$ cat config.mk
export PLATFORM = sky130hd
export DESIGN_NAME = row_fetch
export DESIGN_NICKNAME = d
export VERILOG_FILES = /design/src/rtl/row_fetch.sv
export SDC_FILE = /design/constraint.sdc
export NUM_CORES = 2
export LEC_CHECK = 0
export BUFFER_PORTS_ARGS = -buffer_cell sky130_fd_sc_hd__buf_2
export CORE_MARGIN = 2
export CORE_UTILIZATION = 30
export DETAILED_ROUTE_END_ITERATION = 7
export PLACE_DENSITY_LB_ADDON = 0.15
export SLEW_MARGIN = 20
export SYNTH_ARGS = -nofsm -noshare
export SYNTH_HDL_FRONTEND = slang
export SYNTH_SLANG_ARGS = --single-unit
$ cat constraint.sdc
create_clock -name clk -period 2.6 [get_ports clk]
set_input_delay 0.26 -clock clk [delete_from_list [all_inputs] [get_ports clk]]
set_output_delay 0.26 -clock clk [all_outputs]
set_load 0.005 [all_outputs]
$ cat src/rtl/row_fetch.sv
// Fetches one display row (ROW_ELEM pixels) from the frame buffer into a shadow register
// and swaps it atomically into row_out once complete; aborts and restarts on a new request.
module row_fetch #(
    parameter int unsigned COLOR_COUNT     = 3,
    parameter int unsigned COLOR_BITS      = 4,
    parameter int unsigned COL_ADDR_BITS   = 6,
    parameter int unsigned ROW_ADDR_BITS   = 4,
    localparam int unsigned ROW_ELEM       = 2 ** COL_ADDR_BITS,
    localparam int unsigned ROW_DAT_WIDTH  = ROW_ELEM * COLOR_BITS * COLOR_COUNT,
    localparam int unsigned PIX_WIDTH      = COLOR_COUNT * COLOR_BITS,
    localparam int unsigned ADDR_WIDTH     = ROW_ADDR_BITS + COL_ADDR_BITS
) (
    input  logic                     clk,
    input  logic                     rst_n,
    input  logic [ROW_ADDR_BITS-1:0] next_row,
    output logic                     mem_rd_en,
    output logic [ADDR_WIDTH-1:0]    mem_addr,
    input  logic [PIX_WIDTH-1:0]     mem_rd_data,
    output logic [ROW_DAT_WIDTH-1:0] row_out,
    output logic [ROW_ADDR_BITS-1:0] row_id,
    output logic                     row_valid,
    output logic                     busy
);

    localparam int unsigned PLANE_WIDTH = ROW_ELEM * COLOR_BITS;

    typedef enum logic [1:0] {
        IDLE  = 2'd0,
        FETCH = 2'd1,
        DRAIN = 2'd2
    } state_t;

    state_t                     state;
    state_t                     state_next;
    logic [ROW_ADDR_BITS-1:0]   fetch_row;
    logic [COL_ADDR_BITS-1:0]   col;
    logic [COL_ADDR_BITS-1:0]   col_d;
    logic                       rd_en_d;
    logic                       need_fetch;
    logic [ROW_DAT_WIDTH-1:0]   shadow;
    logic [ROW_DAT_WIDTH-1:0]   shadow_next;
    logic                       row_changed;
    logic                       last_col;
    logic                       start_c;
    logic                       swap_c;

    assign row_changed = (next_row != fetch_row);
    assign last_col    = (col == COL_ADDR_BITS'(ROW_ELEM - 1));
    assign mem_addr    = {fetch_row, col};

    // State register
    always_ff @(posedge clk) begin
        if (!rst_n) begin
            state <= IDLE;
        end else begin
            state <= state_next;
        end
    end

    // Next-state logic; a changed request always restarts the fetch
    always_comb begin
        state_next = state;
        case (state)
            IDLE: begin
                if (need_fetch || row_changed) begin
                    state_next = FETCH;
                end
            end
            FETCH: begin
                if (row_changed) begin
                    state_next = FETCH;
                end else if (last_col) begin
                    state_next = DRAIN;
                end
            end
            DRAIN: begin
                state_next = row_changed ? FETCH : IDLE;
            end
            default: state_next = IDLE;
        endcase
    end

    // Control strobes: start (latch row, col 0) and swap (shadow -> row_out)
    always_comb begin
        start_c = 1'b0;
        swap_c  = 1'b0;
        case (state)
            IDLE:  start_c = need_fetch || row_changed;
            FETCH: start_c = row_changed;
            DRAIN: begin
                start_c = row_changed;
                swap_c  = !row_changed;
            end
            default: begin
                start_c = 1'b0;
                swap_c  = 1'b0;
            end
        endcase
    end

    // Read-data capture: slot col_d takes the pixel returned for the previous read
    for (genvar k = 0; k < ROW_ELEM; k++) begin : g_slot
        for (genvar c = 0; c < COLOR_COUNT; c++) begin : g_color
            assign shadow_next[c*PLANE_WIDTH + k*COLOR_BITS +: COLOR_BITS] =
                (rd_en_d && (col_d == COL_ADDR_BITS'(k)))
                    ? mem_rd_data[c*COLOR_BITS +: COLOR_BITS]
                    : shadow[c*PLANE_WIDTH + k*COLOR_BITS +: COLOR_BITS];
        end
    end

    // Shadow holds only in-flight data and is never visible before a full fetch
    always_ff @(posedge clk) begin
        shadow <= shadow_next;
    end

    // Datapath and registered outputs
    always_ff @(posedge clk) begin
        if (!rst_n) begin
            fetch_row  <= '0;
            col        <= '0;
            col_d      <= '0;
            rd_en_d    <= 1'b0;
            need_fetch <= 1'b1;
            mem_rd_en  <= 1'b0;
            busy       <= 1'b0;
            row_out    <= '0;
            row_id     <= '0;
            row_valid  <= 1'b0;
        end else begin
            rd_en_d   <= mem_rd_en;
            col_d     <= col;
            mem_rd_en <= (state_next == FETCH);
            busy      <= (state_next != IDLE);
            if (start_c) begin
                fetch_row <= next_row;
                col       <= '0;
            end else if (state == FETCH) begin
                col <= col + COL_ADDR_BITS'(1);
            end
            if (swap_c) begin
                row_out    <= shadow_next;
                row_id     <= fetch_row;
                row_valid  <= 1'b1;
                need_fetch <= 1'b0;
            end
        end
    end

endmodule

# Yosys cells after proc, flatten, opt, wreduce, memory -nomap -nowiden
# Index checks and enable logic that the tools add are counted.
[word_totals]
inputBits = 18
output_inout_bits = 785
ff_bits = 1563
[op_classes]
n_reduce_logical = 71
add_sub_neg = 1
bitwise_logic = 1
eq_ne = 68
mux = 199
[op_table]
columns = ["op", "count"]
rows = [
  ["4-bit two-way mux", 192],
  ["6-bit == test, second input constant", 33],
  ["6-bit by 5-bit == test with 1-bit output, second input constant", 16],
  ["1-bit logical AND", 64],
  ["6-bit by 4-bit == test with 1-bit output, second input constant", 8],
  ["6-bit by 3-bit == test with 1-bit output, second input constant", 4],
  ["6-bit by 2-bit == test with 1-bit output, second input constant", 2],
  ["6-bit by 1-bit adder with 6-bit output, second input constant", 1],
  ["6-bit by 1-bit == test with 1-bit output, second input constant", 1],
  ["6-bit zero test", 1],
  ["2-bit two-way mux", 3],
  ["2-bit case mux with 3 select lines", 1],
  ["2-bit by 1-bit == test with 1-bit output, second input constant", 2],
  ["4-bit inequality test", 1],
  ["2-bit OR reduction", 2],
  ["2-bit == test, second input constant", 1],
  ["2-bit zero test", 1],
  ["1-bit two-way mux", 2],
  ["1-bit case mux with 2 select lines", 1],
  ["2-bit nonzero test", 1],
  ["1-bit zero test", 1],
  ["1-bit logical OR", 1],
  ["1-bit NOT", 1],
]

# Depth between registers and ports, before layout
[depth]
word_depth = 5
ltp_mapped = 8
mapped_depth_nobuf = 6

# Worst setup path after synthesis
# No wires, ideal clock.
[synth_timing]
kind = "register -> register"
startpoint = "register rd_en_d"
endpoint = "register row_out[284]"
t_arrival_ps = 2019
setup_ps = 122
path_buffers = 2
period_less_slack_ps = 2140
setup_slack_ps = 460
path_stages_with_launch = 7
cell_sequence = "dfxtp_1 > or3b_1 > buf_2 > nor2_1 > buf_2 > mux2_2 > o311a_1"
[synth_between]
elab_chain_len = 2
[synth_rtl]
columns = ["element", "line", "source"]
rows = [
  ["start: declaration", "38", "logic rd_en_d;"],
  ["start signal: assignment", "130", "rd_en_d <= mem_rd_en;"],
  ["1-bit logical AND", "105", "(rd_en_d && (col_d == COL_ADDR_BITS'(k)))"],
  ["4-bit two-way mux", "106", "? mem_rd_data[c*COLOR_BITS +: COLOR_BITS]"],
  ["via shadow_next[284]", "41", "logic [ROW_DAT_WIDTH-1:0] shadow_next;"],
  ["end signal: assignment", "141", "row_out <= shadow_next;"],
  ["end: declaration", "19", "output logic [ROW_DAT_WIDTH-1:0] row_out,"],
]
# The timed path passes the listed nets, and every way through them passes these cells.
# A chain may end at the register's enable or synchronous reset.

# Worst setup path in the final report
[layout_timing]
startpoint = "register col_d[1]"
endpoint = "register row_out[717]"
[layout_between]
elab_chain_len = 3
[layout_rtl]
columns = ["element", "line", "source"]
rows = [
  ["start: declaration", "37", "logic [COL_ADDR_BITS-1:0] col_d;"],
  ["start signal: assignment", "131", "col_d <= col;"],
  ["6-bit == test", "105", ""],
  ["1-bit logical AND", "105", ""],
  ["4-bit two-way mux", "106", ""],
  ["via shadow_next[717]", "41", ""],
]
# The timed path passes the listed nets, and every way through them passes these cells.

==> results.yml <==
placed_design:
  placed_cells: 7532
  place_area_um2: 64500
  portBuffers: 802
  pre_cts_ws_ns: -0.149
  dpl.hpwl_mm: 132
  place.gp.congestion: 0.761
cells_and_area:
  layout-drive-gt1-share: 0.357
  final_area_um2: 70600
  postLayoutCoreUtil: 0.373
  stdcell_count: 7875
  synthToLayoutAreaGrowth_pct: 23.7
  filler_cell_count: 18535
  fin_nets: 5234
outcome:
  status: "finished, final reports clean"
setup_path:
  setup.worst_path.end_class: "flop"
  start_kind: "flop"
  crit_buf_inv: 3
  crit_path_top_delay_cell: "dfxtp_1"
  crit_family: "buffers and inverters"
  cp.arrival_ns: 3.19
  crit_path_cell_trace: "buf_4, nand4bb_2, buf_4, or2_1, buf_12, mux2_2, o311a_1"
  cpMostUsedCell: "buf_4"
  critPathRequiredTime_ns: 3.30
  cp_slowest_stage_delay_ns: 0.53
  crit_type: "flop to flop"
  crit_path_max_fanout: 12
timing:
  hold_violations: 0
  period_needed_ns: 2.49
  max-slew-margin-rel: 0.322
  fmax_mhz: 401
  finClkSkew_ns: 0.0273
  setup_ws_ns: 0.108
  timing.final.max_slew_violations: 0
  rsz0062_at_grt: "false"
  finalCritPeriodShare: 0.959
  setup_violations: 0
  tightest_slew_ns: 1.02
clocking:
  cts_tree: "built"
  cts.sinks: 1563
  clock_path_buffers: 3
  htree_levels: 4
  clkLatencyLatePin_ns: 0.83
  cts_buffers: 178
  path_clk_slew_ns: 0.06
  root_buffer: "clkbuf_16"
routing:
  first_pass_iters: 5
  via_count: 41455
  drc: 0
  via_per_inst: 5.26
  wl_per_cell_um: 28.1
  drt_iter0_drc: 2188
  drt_wl_total_mm: 221
  ant_nets: 0
synthesis:
  synth_area_um2: 57100
  synthFlopType: "dfxtp_1"
  synth_edf_count: 0
  synthTopCellsByArea: "dfxtp_1, o311a_1, mux2_2, a21o_1, clkbuf_1"
  ys_seq_area_frac: 0.548
  synth_top_area_share: 0.548
  syn_area_per_cell_um2: 12.3
  yosys_warnings: 0
  synth_async_sr_flop_share: 0
  synth_nets: 4647
  ys_ff_latch: 1563
  synthCells: 4624
  synth_cell_types: 42
  yosys.area.top_type: "dfxtp_1"
global_routing:
  grt_pass1_wl_mm: 310
  busiest_layer: "met2"
  grt_max_degree: 106
  gr-usage-all-layers: 0.218
  met3_usage: 0.0391
  antenna_found_initial: 15
  grt_pass1_vias: 40740
  overflow: 0
  grt_util_met1: 0.267
  met2_usage: 0.372
power_and_ir_drop:
  vdd_ir_drop_max_mv: 0.487
  totalPowerFinal_mw: 52.5
  power_density_nw_per_um2: 744
  leakage_nw: 36.0
floorplan:
  start_util: 0.301
  rows: 160
  die_h_um: 440
  core-area_um2: 190000
  chipWidth_um: 440
  ios: 803
  die_area_um2: 194000
min_path:
  hp-class: "primary input to flop"
run:
  maxCapViolCount: 0
cell usage after synthesis, types with 3 or more instances:
master and n:
or4b_1 4, nor3_1 7, inv_1 4, ha_1 5, nor2_1 25, nand3_1 5, mux2i_1 5, buf_2 25
clkbuf_1 537, a21oi_1 6, mux2_4 80, nand4_1 4, or2_1 26, or2_2 4, nand4bb_1 6, dfxtp_1 1563
buf_1 15, nand2_1 13, and2_1 7, a21o_1 768, xnor2_1 6, mux2_1 144, xor2_1 3, mux2_2 544
o21ai_0 7, nand2b_1 13, o311a_1 768, buf_6 9, nand4b_1 5
sequential cells by signal (all words and copies together) (netlist names):
register	count
col	6
row_out	768
shadow	768
fetch_row	4
state	2
col_d	6
rd_en_d	1
busy	1
need_fetch	1
row_id	4
row_valid	1
mem_rd_en	1
layout by cell type (no fill, tap or decap), types with 16 or more instances in the layout:
cell / instances
clkbuf_16: 181
clkbuf_1: 52
buf_2: 789
a21o_1: 768
nor2_1: 16
mux2_2: 544
or2_1: 22
buf_4: 102
clkbuf_8: 39
buf_12: 87
mux2_1: 144
dfxtp_1: 1563
o311a_1: 768
mux2_4: 80
clkinv_2: 19
where the power goes:
part / switching, mW / total [mW] / internal, mW
Clock: 10.5 / 25.7 / 15.2
Sequential: 0.120 / 24.6 / 24.5
Combinational: 1.62 / 2.27 / 0.641
Total: 12.2 / 52.5 / 40.3
cell type report:
class	count	area (µm²)	area share
timing repair buffer	993	6620	0.0937
sequential	1563	31300	0.443
clock buffer	272	5260	0.0745
tap	2511	3140	0.0445
multi-input combinational	2469	23500	0.333
clock inverter	49	728	0.0103
inverter	6	30.0	0.000425
antenna	12	30.0	0.000425
layer usage:
| layer | vias up | routed length, µm | part of all wire |
|---|---|---|---|
| met5 | - | 0 | 0 |
| met3 | 333 | 10100 | 0.046 |
| li1 | 18815 | - | - |
| met4 | 0 | 10500 | 0.048 |
| met1 | 21301 | 91400 | 0.41 |
| met2 | 1006 | 109000 | 0.49 |
worst register-to-register path, stage by stage (launching register included):
cell and delay [ns]:
dfxtp_1 0.53, buf_4 0.22, nand4bb_2 0.27, buf_4 0.26
or2_1 0.28, buf_12 0.18, mux2_2 0.31, o311a_1 0.33
logic make-up after synthesis:
| kind of cell | after synthesis | synth area share |
|---|---|---|
| AOI/OAI and AO/OA | 1553 | 0.238 |
| xor gates and xnor gates | 9 | 0.00138 |
| adders and majority gates | 5 | 0.00110 |
| buffers and inverters | 592 | 0.0407 |
| DFF | 1563 | 0.548 |
| muxes | 773 | 0.158 |
| and+or+nand+nor | 129 | 0.0136 |
final timing paths:
kind,from,slack (ns),cells past startpoint,to
setup reg to reg,col_d[1],0.11,7,row_out[717]
hold / removal,mem_rd_data[5],0.09,2,shadow[301]
hold reg to reg,shadow[395],0.46,1,shadow[395]
setup / recovery,col_d[1],0.11,7,row_out[717]
stage by stage:
stage	setup TNS (ns)	hold WS [ns]
2_1_floorplan	0	0.402
3_3_place_gp	-5.10	0.446
3_5_place_dp	-6.73	0.453
6_report	0	0.0873
5_1_grt	0	0.0698
4_1_cts	0	0.0522
timing repair:
action	CTS	global route
endpoints found under the setup margin	106	109
endpoints found under the hold margin	28	0
buffers inserted	0	3
gates resized for setup	4	7
hold buffers	7	0
pin swaps	0	1
No activity file was read; power rests on OpenSTA's default activity.
